<file path="src/rtl/operand_forward_unit.sv">
`default_nettype none
// ============================================================================
// Module   : operand_forward_unit
// Brief    : EX-stage operand bypass with retired-write history, load-use
//            stall generation and saturating performance counters.
// Revision : 1.0
// ============================================================================
module operand_forward_unit #(
    parameter int DATA_W     = 32,
    parameter int ADDR_W     = 5,
    parameter int NUM_SRC    = 2,
    parameter int HIST_DEPTH = 2,
    parameter int CNT_W      = 32
) (
    input  logic                      clk,
    input  logic                      rst,
    input  logic [NUM_SRC*ADDR_W-1:0] Src_Addr,
    input  logic [NUM_SRC*DATA_W-1:0] Data_ID,
    input  logic                      MEM_RegWrite,
    input  logic [ADDR_W-1:0]         MEM_Rd,
    input  logic [DATA_W-1:0]         MEM_Data,
    input  logic                      MEM_IsLoad,
    input  logic                      MEM_LoadValid,
    input  logic                      WB_RegWrite,
    input  logic [ADDR_W-1:0]         WB_Rd,
    input  logic [DATA_W-1:0]         WB_Data,
    input  logic                      Pipe_Advance,
    output logic [NUM_SRC*DATA_W-1:0] Out,
    output logic [NUM_SRC*2-1:0]      Sel,
    output logic                      Stall,
    output logic [CNT_W-1:0]          Stall_Count,
    output logic [CNT_W-1:0]          Fwd_Count
);

    localparam logic [1:0]       c_sel_id   = 2'b00;
    localparam logic [1:0]       c_sel_mem  = 2'b01;
    localparam logic [1:0]       c_sel_wb   = 2'b10;
    localparam logic [1:0]       c_sel_hist = 2'b11;
    localparam logic [CNT_W-1:0] c_cnt_max  = '1;
    localparam logic [CNT_W-1:0] c_cnt_one  = CNT_W'(1);

    logic              r_hist_vld  [HIST_DEPTH];
    logic [ADDR_W-1:0] r_hist_rd   [HIST_DEPTH];
    logic [DATA_W-1:0] r_hist_data [HIST_DEPTH];

    logic [CNT_W-1:0]  r_stall_cnt;
    logic [CNT_W-1:0]  r_fwd_cnt;

    logic [NUM_SRC-1:0] w_stall_vec;
    logic [NUM_SRC-1:0] w_fwd_vec;

    // Entry 0 is the newest retirement; a non-writing WB still shifts in a bubble.
    always_ff @(posedge clk or posedge rst) begin
        if (rst) begin
            for (int k = 0; k < HIST_DEPTH; k++) begin
                r_hist_vld[k]  <= 1'b0;
                r_hist_rd[k]   <= '0;
                r_hist_data[k] <= '0;
            end
        end else if (Pipe_Advance) begin
            for (int k = HIST_DEPTH - 1; k > 0; k--) begin
                r_hist_vld[k]  <= r_hist_vld[k-1];
                r_hist_rd[k]   <= r_hist_rd[k-1];
                r_hist_data[k] <= r_hist_data[k-1];
            end
            r_hist_vld[0]  <= WB_RegWrite && (WB_Rd != '0);
            r_hist_rd[0]   <= WB_Rd;
            r_hist_data[0] <= WB_Data;
        end
    end

    for (genvar i = 0; i < NUM_SRC; i++) begin : g_src
        logic [ADDR_W-1:0] w_addr;
        logic [DATA_W-1:0] w_out;
        logic [1:0]        w_sel;
        logic              w_ld_stall;

        assign w_addr = Src_Addr[i*ADDR_W +: ADDR_W];

        // Candidates are applied oldest-first so each younger match overrides.
        always_comb begin
            w_sel      = c_sel_id;
            w_out      = Data_ID[i*DATA_W +: DATA_W];
            w_ld_stall = 1'b0;
            if (w_addr != '0) begin
                for (int k = HIST_DEPTH - 1; k >= 0; k--) begin
                    if (r_hist_vld[k] && (r_hist_rd[k] == w_addr)) begin
                        w_sel = c_sel_hist;
                        w_out = r_hist_data[k];
                    end
                end
                if (WB_RegWrite && (WB_Rd == w_addr)) begin
                    w_sel = c_sel_wb;
                    w_out = WB_Data;
                end
                if (MEM_RegWrite && (MEM_Rd == w_addr)) begin
                    w_sel      = c_sel_mem;
                    w_out      = MEM_Data;
                    w_ld_stall = MEM_IsLoad && !MEM_LoadValid;
                end
            end
        end

        assign Out[i*DATA_W +: DATA_W] = w_out;
        assign Sel[i*2 +: 2]           = w_sel;
        assign w_stall_vec[i]          = w_ld_stall;
        assign w_fwd_vec[i]            = (w_sel != c_sel_id);
    end

    assign Stall = |w_stall_vec;

    always_ff @(posedge clk or posedge rst) begin
        if (rst) begin
            r_stall_cnt <= '0;
            r_fwd_cnt   <= '0;
        end else begin
            if (Stall && (r_stall_cnt != c_cnt_max)) begin
                r_stall_cnt <= r_stall_cnt + c_cnt_one;
            end
            if (Pipe_Advance && !Stall && (|w_fwd_vec) && (r_fwd_cnt != c_cnt_max)) begin
                r_fwd_cnt <= r_fwd_cnt + c_cnt_one;
            end
        end
    end

    assign Stall_Count = r_stall_cnt;
    assign Fwd_Count   = r_fwd_cnt;

endmodule
`default_nettype wire

</file>
<file path="config.mk">
export PLATFORM = sky130hd
export DESIGN_NAME = operand_forward_unit
export DESIGN_NICKNAME = d
export VERILOG_FILES = /design/src/rtl/operand_forward_unit.sv
export SDC_FILE = /design/constraint.sdc
export NUM_CORES = 1
export LEC_CHECK = 0
export CAP_MARGIN = 25
export CORE_MARGIN = 3
export CORE_UTILIZATION = 44
export CTS_BUF_LIST = sky130_fd_sc_hd__clkbuf_8
export DETAILED_ROUTE_END_ITERATION = 16
export GPL_ROUTABILITY_DRIVEN = 0
export GPL_TIMING_DRIVEN = 1
export PLACE_DENSITY = 0.79
export SETUP_SLACK_MARGIN = 0.05
export SLEW_MARGIN = 20
export SYNTH_ARGS = -nofsm -noshare
export SYNTH_HDL_FRONTEND = slang
export SYNTH_SLANG_ARGS = --single-unit
</file>
<file path="constraint.sdc">
create_clock -name clk -period 4.6 [get_ports clk]
set_input_delay 0.69 -clock clk [delete_from_list [all_inputs] [get_ports clk]]
set_output_delay 0.69 -clock clk [all_outputs]
set_load 0.02 [all_outputs]
</file>
### Word level (Yosys, flattened, before mapping)

Cells that the tools add are included.

| word-level totals | value |
|---|---|
| bits of input ports | 155 |
| logic and storage cells | 67 |
| bits in registers | 140 |
| output and inout port bits | 133 |

| cells by class | value |
|---|---|
| mux-type cells | 24 |
| reductions and logical operators | 23 |
| $add $sub $neg | 2 |
| eq/ne operators | 10 |

Operators by type and width:

| cell | number |
|---|---|
| $mux 32 | 10 |
| $add 32x1->32 const B | 2 |
| $ne 32x32->1 const B | 2 |
| $eq 5x5->1 | 8 |
| $mux 2 | 10 |
| $reduce_bool 5->1 | 3 |
| $logic_and 1x1->1 | 14 |
| $mux 1 | 4 |
| $reduce_bool 2->1 | 2 |
| $reduce_or 2->1 | 2 |
| $logic_not 1->1 | 2 |

### Depth between registers and ports, before layout

Gate-level depths: netlist of the first run.

| depth | value |
|---|---|
| depth after elaboration | 11 |
| depth in mapped cells | 10 |
| depth with buffers taken out | 8 |

### Worst setup path before layout of the first run

No wires, ideal clock.

| timing path | value |
|---|---|
| path kind | input port to output port |
| start point | input port Src_Addr[0] |
| end point | output port Out[22] |
| setup slack | 1.315 ns |
| buffers on the path | 2 |
| stages | 9 |
| data arrival time | 2.595 ns |
| data required time | 3.910 ns |
| cells stage by stage | buf_2 xor2_1 nor4_2 nand3_2 buf_1 mux2i_1 a211oi_1 a21oi_1 a21oi_1 |

| between the ends | value |
|---|---|
| cells in the longest elaborated chain, start to end | 7 |
| elaborated cells between the ends (all ways) | 14 |
| classes of those cells | eq/ne: 4; mux: 5; reduce/logical: 5 |

RTL lines:

| what | line | source |
|---|---|---|
| start, declared | 17 | `input logic [NUM_SRC*ADDR_W-1:0] Src_Addr,` |
| $eq 5x5->1 | 87 | `if (r_hist_vld[k] && (r_hist_rd[k] == w_addr)) begin` |
| $logic_and 1x1->1 | 87 |  |
| $mux 32 (2 in a row) | 87 |  |
| $mux 32 | 92 | `if (WB_RegWrite && (WB_Rd == w_addr)) begin` |
| $mux 32 | 96 | `if (MEM_RegWrite && (MEM_Rd == w_addr)) begin` |
| $mux 32 (*) | 85 | `if (w_addr != '0) begin` |
| end, declared | 28 | `output logic [NUM_SRC*DATA_W-1:0] Out,` |

Every way passes the cells marked *; elsewhere a longest branch is shown, timed or not.

### Final worst setup path of the first run

| timing path | value |
|---|---|
| start point | input port Src_Addr[5] |
| end point | output port Out[55] |

Same word-level chain as after synthesis.

==> results.md, run 1 <==
| Item | Reported | Unit |
| --- | --- | --- |
| RSZ-0062 raised after global routing | no | - |
| PostCTS Resize Cnt | 0 | - |
| CTS Buffer Depth | 2 | - |
| Final period utilization | 0.918 | - |
| Number of clock sinks | 140 | - |
| Category of the worst setup path launch point | input port | - |
| Share of cells above drive strength 1 | 0.130 | - |
| Fin crit period | 4.22 | ns |
| Post-route DRC | 0 | - |
| Core Area | 0.0204 | sq mm |
| Number of nets produced by synthesis | 1,144 | - |
| Worst path required time | 3.91 | ns |
| Number of pins with negative max-slew slack in the final report | 0 | - |
| Routed vias | 8,841 | - |
| I/O pin total | 288 | - |
| Antenna-violating nets left | 0 | - |
| Overflow after GRT | 0 | - |
| Biggest area contributors in the synthesized netlist | sky130_fd_sc_hd__dfrtp_1 38%, sky130_fd_sc_hd__mux2_2 9.5%, sky130_fd_sc_hd__a21oi_1 7.1%, sky130_fd_sc_hd__mux2i_1 6.9%, sky130_fd_sc_hd__a211oi_1 5.2% | - |
| Post CTS Setup Buffer Count | 0 | - |
| Pin slew with the least headroom to its limit | 0.853 | ns |
| Number of CTS-inserted buffers | 17 | - |
| Net total in the final layout | 1,395 | - |
| Most frequently used flop master after synthesis | sky130_fd_sc_hd__dfrtp_1 | - |
| Antenna violations before repair | 1 | - |
| Final Non-Filler Cells | 1,522 | - |
| Number of maximum-capacitance constraint violations | 0 | - |
| Number of filler instances in the final layout | 1,698 | - |
| Core utilization of the finished layout | 0.628 | - |
| Global-route wire length before repair | 45,300 | microns |
| Post-synthesis cell type with the largest combined area | sky130_fd_sc_hd__dfrtp_1 | - |
| Number of synthesis warnings | 0 | - |
| Worst-case clock skew | 0.0117 | ns |
| Number of search-and-repair iterations in the first detailed-routing pass | 8 | - |
| Count of flip-flops with a built-in enable after synthesis | 0 | - |
| Number of hold buffers added after CTS | 0 | - |
| GR Util All Layers | 0.249 | - |
| Max rail drop VDD | 0.266 | mV |
| PortBufs | 287 | - |
| Worst setup path startpoint | Src_Addr[5] | - |
| Power per cell area | 261 | mW/mm^2 |
| DR iter-0 viols | 431 | - |
| Setup-violating endpoint count in the final report | 0 | - |
| Data arrival, critical path | 3.53 | ns |
| Hold Crit Start | Stall_Count[24] | - |
| Deepest level of the CTS H-tree | 4 | - |
| Pre-CTS setup slack | 0.380 | ns |
| Setup TNS | 0 | ns |
| Combined flip-flop and latch cell area | 0.00350 | sq mm |
| Final critical-path setup slack | 0.376 | ns |
| Initial core utilization | 0.452 | - |
| Detailed-route vias per instance | 5.81 | - |
| Mean instance size in the synthesized netlist | 9.37 | sq um |
| Number of cells in the design after placement | 1,488 | - |
| Total wire length after detailed routing | 29,200 | microns |
| Clock Root Buffer | sky130_fd_sc_hd__clkbuf_8 | - |
| Async set or reset register ratio after synthesis | 1.00 | - |
| Kind of end point of the critical path | output pin | - |
| Clock tree from TritonCTS | done | - |
| Growth of design area from synthesis to finish | 38.8 | % |
| Headroom to the max-slew limit | 0.429 | - |
| Worst-skew pair later-pin latency | 0.45 | ns |
| Site row count | 52 | - |
| Cell area after synthesis | 0.00924 | sq mm |
| R2R Path Start | r_hist_rd[5] | - |
| Peak clock frequency supported by timing | 0.237 | GHz |
| Average wire per cell in the routed design | 19.2 | microns |
| Post-Synthesis Cells | 987 | - |
| Total count of hold-check failures in the final report | 0 | - |
| Type of the worst setup path | input port to output pin | - |
| Result of the run | completed | - |
| Post-detailed-placement half-perimeter wirelength | 21,200 | microns |
| Fraction of synthesized cell area taken by the top area cell type | 0.379 | - |
| Maximum fanout along the worst path | 21 | - |
| Clock Pin Slew Worst Setup and Hold Paths | 0.09 | ns |
| Die area | 0.0228 | sq mm |
| Die span in x | 151 | microns |
| Largest net degree at the start of global routing | 111 | - |
| Register bit total from synthesis | 140 | - |
| Class of the tightest hold or removal check | flip-flop to flip-flop | - |
| Number of global-route vias before repair | 8,847 | - |
| Die height | 151 | microns |
| Multi-input logic area | 0.00540 | sq mm |
| Leakage | 5.51 | nW |
| Number of distinct standard cells referenced by the synthesized netlist | 50 | - |
| Sequential share of the synthesized area | 0.379 | - |
## stage by stage
step | cell area [sq um] | hold WS (ns) | total power, W
6_report | 12800 | 0.488 | 0.00335
3_3_place_gp | 12400 | 0.478 | 0.00240
5_1_grt | 12800 | 0.518 | 0.00352
3_5_place_dp | 12400 | 0.478 | 0.00242
4_1_cts | 12800 | 0.493 | 0.00337
2_1_floorplan | 9240 | 0.502 | 0.00195
## cells by family after synthesis
| family | after synthesis | share of synthesized area |
|---|---|---|
| flops | 140 | 0.379 |
| simple gates | 236 | 0.135 |
| fa+ha+maj | 2 | 0.00271 |
| mux | 143 | 0.166 |
| xor+xnor | 99 | 0.0938 |
| compound gates | 272 | 0.182 |
| buf+inv | 95 | 0.0421 |
## registers in the layout, summed over array words and instances, names as in the netlist
signal       count
r_hist_vld       2
Stall_Count     32
Fwd_Count       32
r_hist_rd       10
r_hist_data     64
## final timing paths
check                                       end  slack, ns  depth (start not counted)
min in group asynchronous         Fwd_Count[28]       0.59                          2
worst min-delay path            Stall_Count[24]       0.49                          1
worst min register to register  Stall_Count[24]       0.49                          1
worst max register to register    Fwd_Count[13]       1.63                          9
max in group asynchronous       r_hist_data[20]       3.28                          3
worst max-delay path                    Out[55]       0.38                         10
## critical path, stage by stage
cell                              delay [ns]
sky130_fd_sc_hd__clkdlybuf4s50_1        0.54
sky130_fd_sc_hd__xor2_1                 0.20
sky130_fd_sc_hd__nor4_2                 0.37
sky130_fd_sc_hd__nand3_2                0.12
sky130_fd_sc_hd__buf_4                  0.28
sky130_fd_sc_hd__mux2i_1                0.16
sky130_fd_sc_hd__a211oi_1               0.26
sky130_fd_sc_hd__a21oi_1                0.08
sky130_fd_sc_hd__a21oi_1                0.19
sky130_fd_sc_hd__clkdlybuf4s50_1        0.63
## cells in the final DEF (no fill, tap or decap), drive strengths merged, types with 10 or more instances in the layout
cell,count
clkdlybuf4s50,286
dfrtp,140
a21oi,132
nor2,80
mux2,79
a211oi,64
o22ai,64
mux2i,64
xor2,53
xnor2,46
nand3,32
nand2,28
buf,27
nor4,21
inv,21
nand4,19
clkbuf,17
nor3,16
and3,10
## power breakdown
| group | total [W] | internal [W] | switching, W | leakage [nW] |
|---|---|---|---|---|
| registers | 0.00146 | 0.00134 | 0.000116 | 1.75 |
| logic | 0.000943 | 0.000500 | 0.000444 | 3.58 |
| clock network | 0.000947 | 0.000434 | 0.000513 | 0.178 |
## area by class of cell
class	instances	share of cell area
Timing Repair Buffer	313	0.246
Antenna cell	1	0.000195
Sequential cell	140	0.273
Multi-Input combinational cell	752	0.421
Inverter	14	0.00449
Tap cell	270	0.0263
Clock inverter	15	0.0107
Clock buffer	17	0.0182
## Yosys cell counts, types with 3 or more instances
cell / number
sky130_fd_sc_hd__and3_1: 10
sky130_fd_sc_hd__buf_1: 7
sky130_fd_sc_hd__nand2_1: 28
sky130_fd_sc_hd__and2_1: 6
sky130_fd_sc_hd__nand2b_1: 4
sky130_fd_sc_hd__mux2i_1: 64
sky130_fd_sc_hd__nor4_2: 3
sky130_fd_sc_hd__o22ai_1: 64
sky130_fd_sc_hd__and4_1: 6
sky130_fd_sc_hd__xnor2_1: 46
sky130_fd_sc_hd__nor2_1: 79
sky130_fd_sc_hd__nand3_1: 31
sky130_fd_sc_hd__nand4_1: 19
sky130_fd_sc_hd__a21oi_1: 131
sky130_fd_sc_hd__a211oi_1: 64
sky130_fd_sc_hd__xor2_1: 53
sky130_fd_sc_hd__nor4_1: 18
sky130_fd_sc_hd__mux2_2: 78
sky130_fd_sc_hd__clkbuf_1: 55
sky130_fd_sc_hd__buf_2: 17
sky130_fd_sc_hd__nor3_1: 15
sky130_fd_sc_hd__inv_1: 14
sky130_fd_sc_hd__dfrtp_1: 140
## routing by layer
layer | vias up | wire (microns) | track usage
li1 | 4169 | - | -
met1 | 4188 | 11700 | 0.312
met2 | 428 | 13600 | 0.407
met3 | 56 | 3130 | 0.0706
met4 | 0 | 839 | 0.0979
met5 | - | 0 | 0
Power figures use the tool's default switching activity.
==> run 2, diff against run 1 <==
CAP_MARGIN = not set   (was 25)
HOLD_SLACK_MARGIN = 0.05   (was not set)
==> run 2 against run 1 <==
  * Global-route usage unchanged
  * Largest cell class unchanged
  * First-iteration DRC count down 6.7%
  * Design area fell by 0.21%
  * Hold slack improved by 0.00070 ns
  * Largest power group unchanged
  * Cell count barely moved
  * Sequential share of layout area grew 0.059 points
  * Sequential cell count is the same
  * Highest routed layer unchanged
  * Critical endpoint unchanged
  * Clock power about the same
==> results.md, run 2 (synthesis results as in run 1) <==
| Item | Reported | Unit | Delta |
| --- | --- | --- | --- |
| Result of the run | completed | - | unchanged |
| Site row count | 52 | - | unchanged |
| Clock tree from TritonCTS | done | - | unchanged |
| R2R Path Start | r_hist_rd[5] | - | unchanged |
| Global-route wire length before repair | 45,300 | microns | unchanged |
| Antenna-violating nets left | 0 | - | unchanged |
| Worst path required time | 3.91 | ns | about the same |
| Number of pins with negative max-slew slack in the final report | 0 | - | unchanged |
| Die span in x | 151 | microns | unchanged |
| Hold WS | 0.489 | ns | was 0.488 ns |
| Number of cells in the design after placement | 1,488 | - | unchanged |
| Multi-input logic area | 0.00540 | sq mm | unchanged |
| Worst setup path startpoint | Src_Addr[5] | - | unchanged |
| Post-detailed-placement half-perimeter wirelength | 21,200 | microns | unchanged |
| Worst-skew pair later-pin latency | 0.45 | ns | about the same |
| Post-route DRC | 0 | - | unchanged |
| Number of maximum-capacitance constraint violations | 0 | - | unchanged |
| Most common cell after layout, fill and taps aside | sky130_fd_sc_hd__clkdlybuf4s50_1 | - | unchanged |
| Type of the worst setup path | input port to output pin | - | unchanged |
| Internal Power | 0.00227 | W | about the same |
| Total chip power | 0.00334 | W | was 0.00335 W |
| Total wire length after detailed routing | 29,200 | microns | about the same |
| Final instance area | 0.0128 | sq mm | about the same |
| Initial core utilization | 0.452 | - | unchanged |
| Net total in the final layout | 1,394 | - | was 1,395 |
| Class of the tightest hold or removal check | flip-flop to flip-flop | - | unchanged |
| Core Area | 0.0204 | sq mm | unchanged |
| Share of cells above drive strength 1 | 0.130 | - | about the same |
| Overflow after GRT | 0 | - | unchanged |
| Clock Root Buffer | sky130_fd_sc_hd__clkbuf_8 | - | unchanged |
| Number of filler instances in the final layout | 1,704 | - | was 1,698 |
| PostCTS Resize Cnt | 0 | - | unchanged |
| Total count of hold-check failures in the final report | 0 | - | unchanged |
| Headroom to the max-slew limit | 0.355 | - | was 0.429 |
| Register containing the most flip-flops in the final layout | r_hist_data | - | unchanged |
| Die height | 151 | microns | unchanged |
| Leakage | 5.49 | nW | was 5.51 nW |
| Worst-case clock skew | 0.0111 | ns | was 0.0117 ns |
| Die area | 0.0228 | sq mm | unchanged |
| Average wire per cell in the routed design | 19.2 | microns | about the same |
| Number of clock sinks | 140 | - | unchanged |
| Category of the worst setup path launch point | input port | - | unchanged |
| Power per cell area | 261 | mW/mm^2 | about the same |
| Routed vias | 8,820 | - | was 8,841 |
| Data arrival, critical path | 3.53 | ns | about the same |
| Part of the total power dissipated in sequential elements | 0.436 | - | was 0.435 |
| Maximum fanout along the worst path | 21 | - | unchanged |
| GR Util All Layers | 0.249 | - | unchanged |
| Most frequent cells in the layout | 286 x sky130_fd_sc_hd__clkdlybuf4s50_1, 140 x sky130_fd_sc_hd__dfrtp_1, 130 x sky130_fd_sc_hd__a21oi_1 | - | unchanged |
| Post-Place Cell Area | 0.0124 | sq mm | unchanged |
| Number of CTS-inserted buffers | 17 | - | unchanged |
| DR iter-0 viols | 402 | - | was 431 |
| Number of global-route vias before repair | 8,847 | - | unchanged |
| Switching power | 0.00107 | W | about the same |
| Final Non-Filler Cells | 1,521 | - | was 1,522 |
| CTS Buffer Depth | 2 | - | unchanged |
| Comb pwr share | 0.281 | - | was 0.282 |
| Growth of design area from synthesis to finish | 38.5 | % | was 38.8% |
| Antenna violations before repair | 1 | - | unchanged |
| Net switching fraction of the power | 0.320 | - | about the same |
| Number of hold buffers added after CTS | 0 | - | unchanged |
| Setup TNS | 0 | ns | unchanged |
| RSZ-0062 raised after global routing | no | - | unchanged |
| Largest net degree at the start of global routing | 111 | - | unchanged |
| Detailed-route vias per instance | 5.80 | - | was 5.81 |
| Peak clock frequency supported by timing | 0.237 | GHz | about the same |
| Kind of end point of the critical path | output pin | - | unchanged |
| Clock network fraction of total power | 0.283 | - | about the same |
| Pin slew with the least headroom to its limit | 0.967 | ns | was 0.853 ns |
| Hold Crit Start | Stall_Count[24] | - | unchanged |
| Number of flip-flops in the largest register | 64 | - | unchanged |
| Combined flip-flop and latch cell area | 0.00350 | sq mm | unchanged |
| Number of search-and-repair iterations in the first detailed-routing pass | 5 | - | was 8 |
| PortBufs | 287 | - | unchanged |
| Max rail drop VDD | 0.266 | mV | about the same |
| I/O pin total | 288 | - | unchanged |
| Final period utilization | 0.918 | - | about the same |
| Setup-violating endpoint count in the final report | 0 | - | unchanged |
| Deepest level of the CTS H-tree | 4 | - | unchanged |
| Fin crit period | 4.22 | ns | about the same |
| Clock Pin Slew Worst Setup and Hold Paths | 0.09 | ns | about the same |
| Post CTS Setup Buffer Count | 0 | - | unchanged |
==> run 2: cell count changes in the layout (fill, tap and decap cells not counted), sizes merged <==
cell	before	now
buf	27	26
==> run 2: final timing paths <==
check / to / slack, ns / cells past startpoint
max in group asynchronous: r_hist_data[20] / 2.77 / 3
worst min-delay path: Stall_Count[24] / 0.49 / 1
worst max-delay path: Out[55] / 0.38 / 10
worst min register to register: Stall_Count[24] / 0.49 / 1
worst max register to register: Fwd_Count[13] / 1.63 / 9
min in group asynchronous: Fwd_Count[29] / 0.84 / 2
==> run 2: cell type report <==
class                           instances  share of cell area
Antenna cell                            1            0.000195
Clock buffer                           17              0.0183
Clock inverter                         15              0.0107
Inverter                               14             0.00449
Multi-Input combinational cell        752               0.422
Sequential cell                       140               0.274
Tap cell                              270              0.0264
Timing Repair Buffer                  312               0.245
==> run 2: critical path, cell delays in order <==
cell and delay (ns):
sky130_fd_sc_hd__clkdlybuf4s50_1 0.54, sky130_fd_sc_hd__xor2_1 0.20, sky130_fd_sc_hd__nor4_2 0.37, sky130_fd_sc_hd__nand3_2 0.12, sky130_fd_sc_hd__buf_4 0.28, sky130_fd_sc_hd__mux2i_1 0.16
sky130_fd_sc_hd__a211oi_1 0.26, sky130_fd_sc_hd__a21oi_1 0.08, sky130_fd_sc_hd__a21oi_1 0.19, sky130_fd_sc_hd__clkdlybuf4s50_1 0.63
==> run 2: through the flow <==
step / utilization / worst slack, ns
6_report: 0.627 / 0.378
5_1_grt: 0.627 / 0.142
2_1_floorplan: - / 0.157
3_3_place_gp: 0.608 / 0.423
4_1_cts: 0.627 / 0.374
3_5_place_dp: 0.608 / 0.380
==> run 2: power groups by stage <==
stage               sequential (W)  clock (W)  combinational [W]
finish                     0.00146   0.000947           0.000940
global route               0.00148    0.00103            0.00101
CTS                        0.00146   0.000974           0.000943
global placement           0.00147          0           0.000928
detailed placement         0.00148          0           0.000939
floorplan                  0.00148          0           0.000471
==> run 2: layer usage <==
layer	routed length [microns]	global-route usage
met1	11900	0.312
met4	854	0.0979
met2	13600	0.407
met5	0	0
met3	2950	0.0706
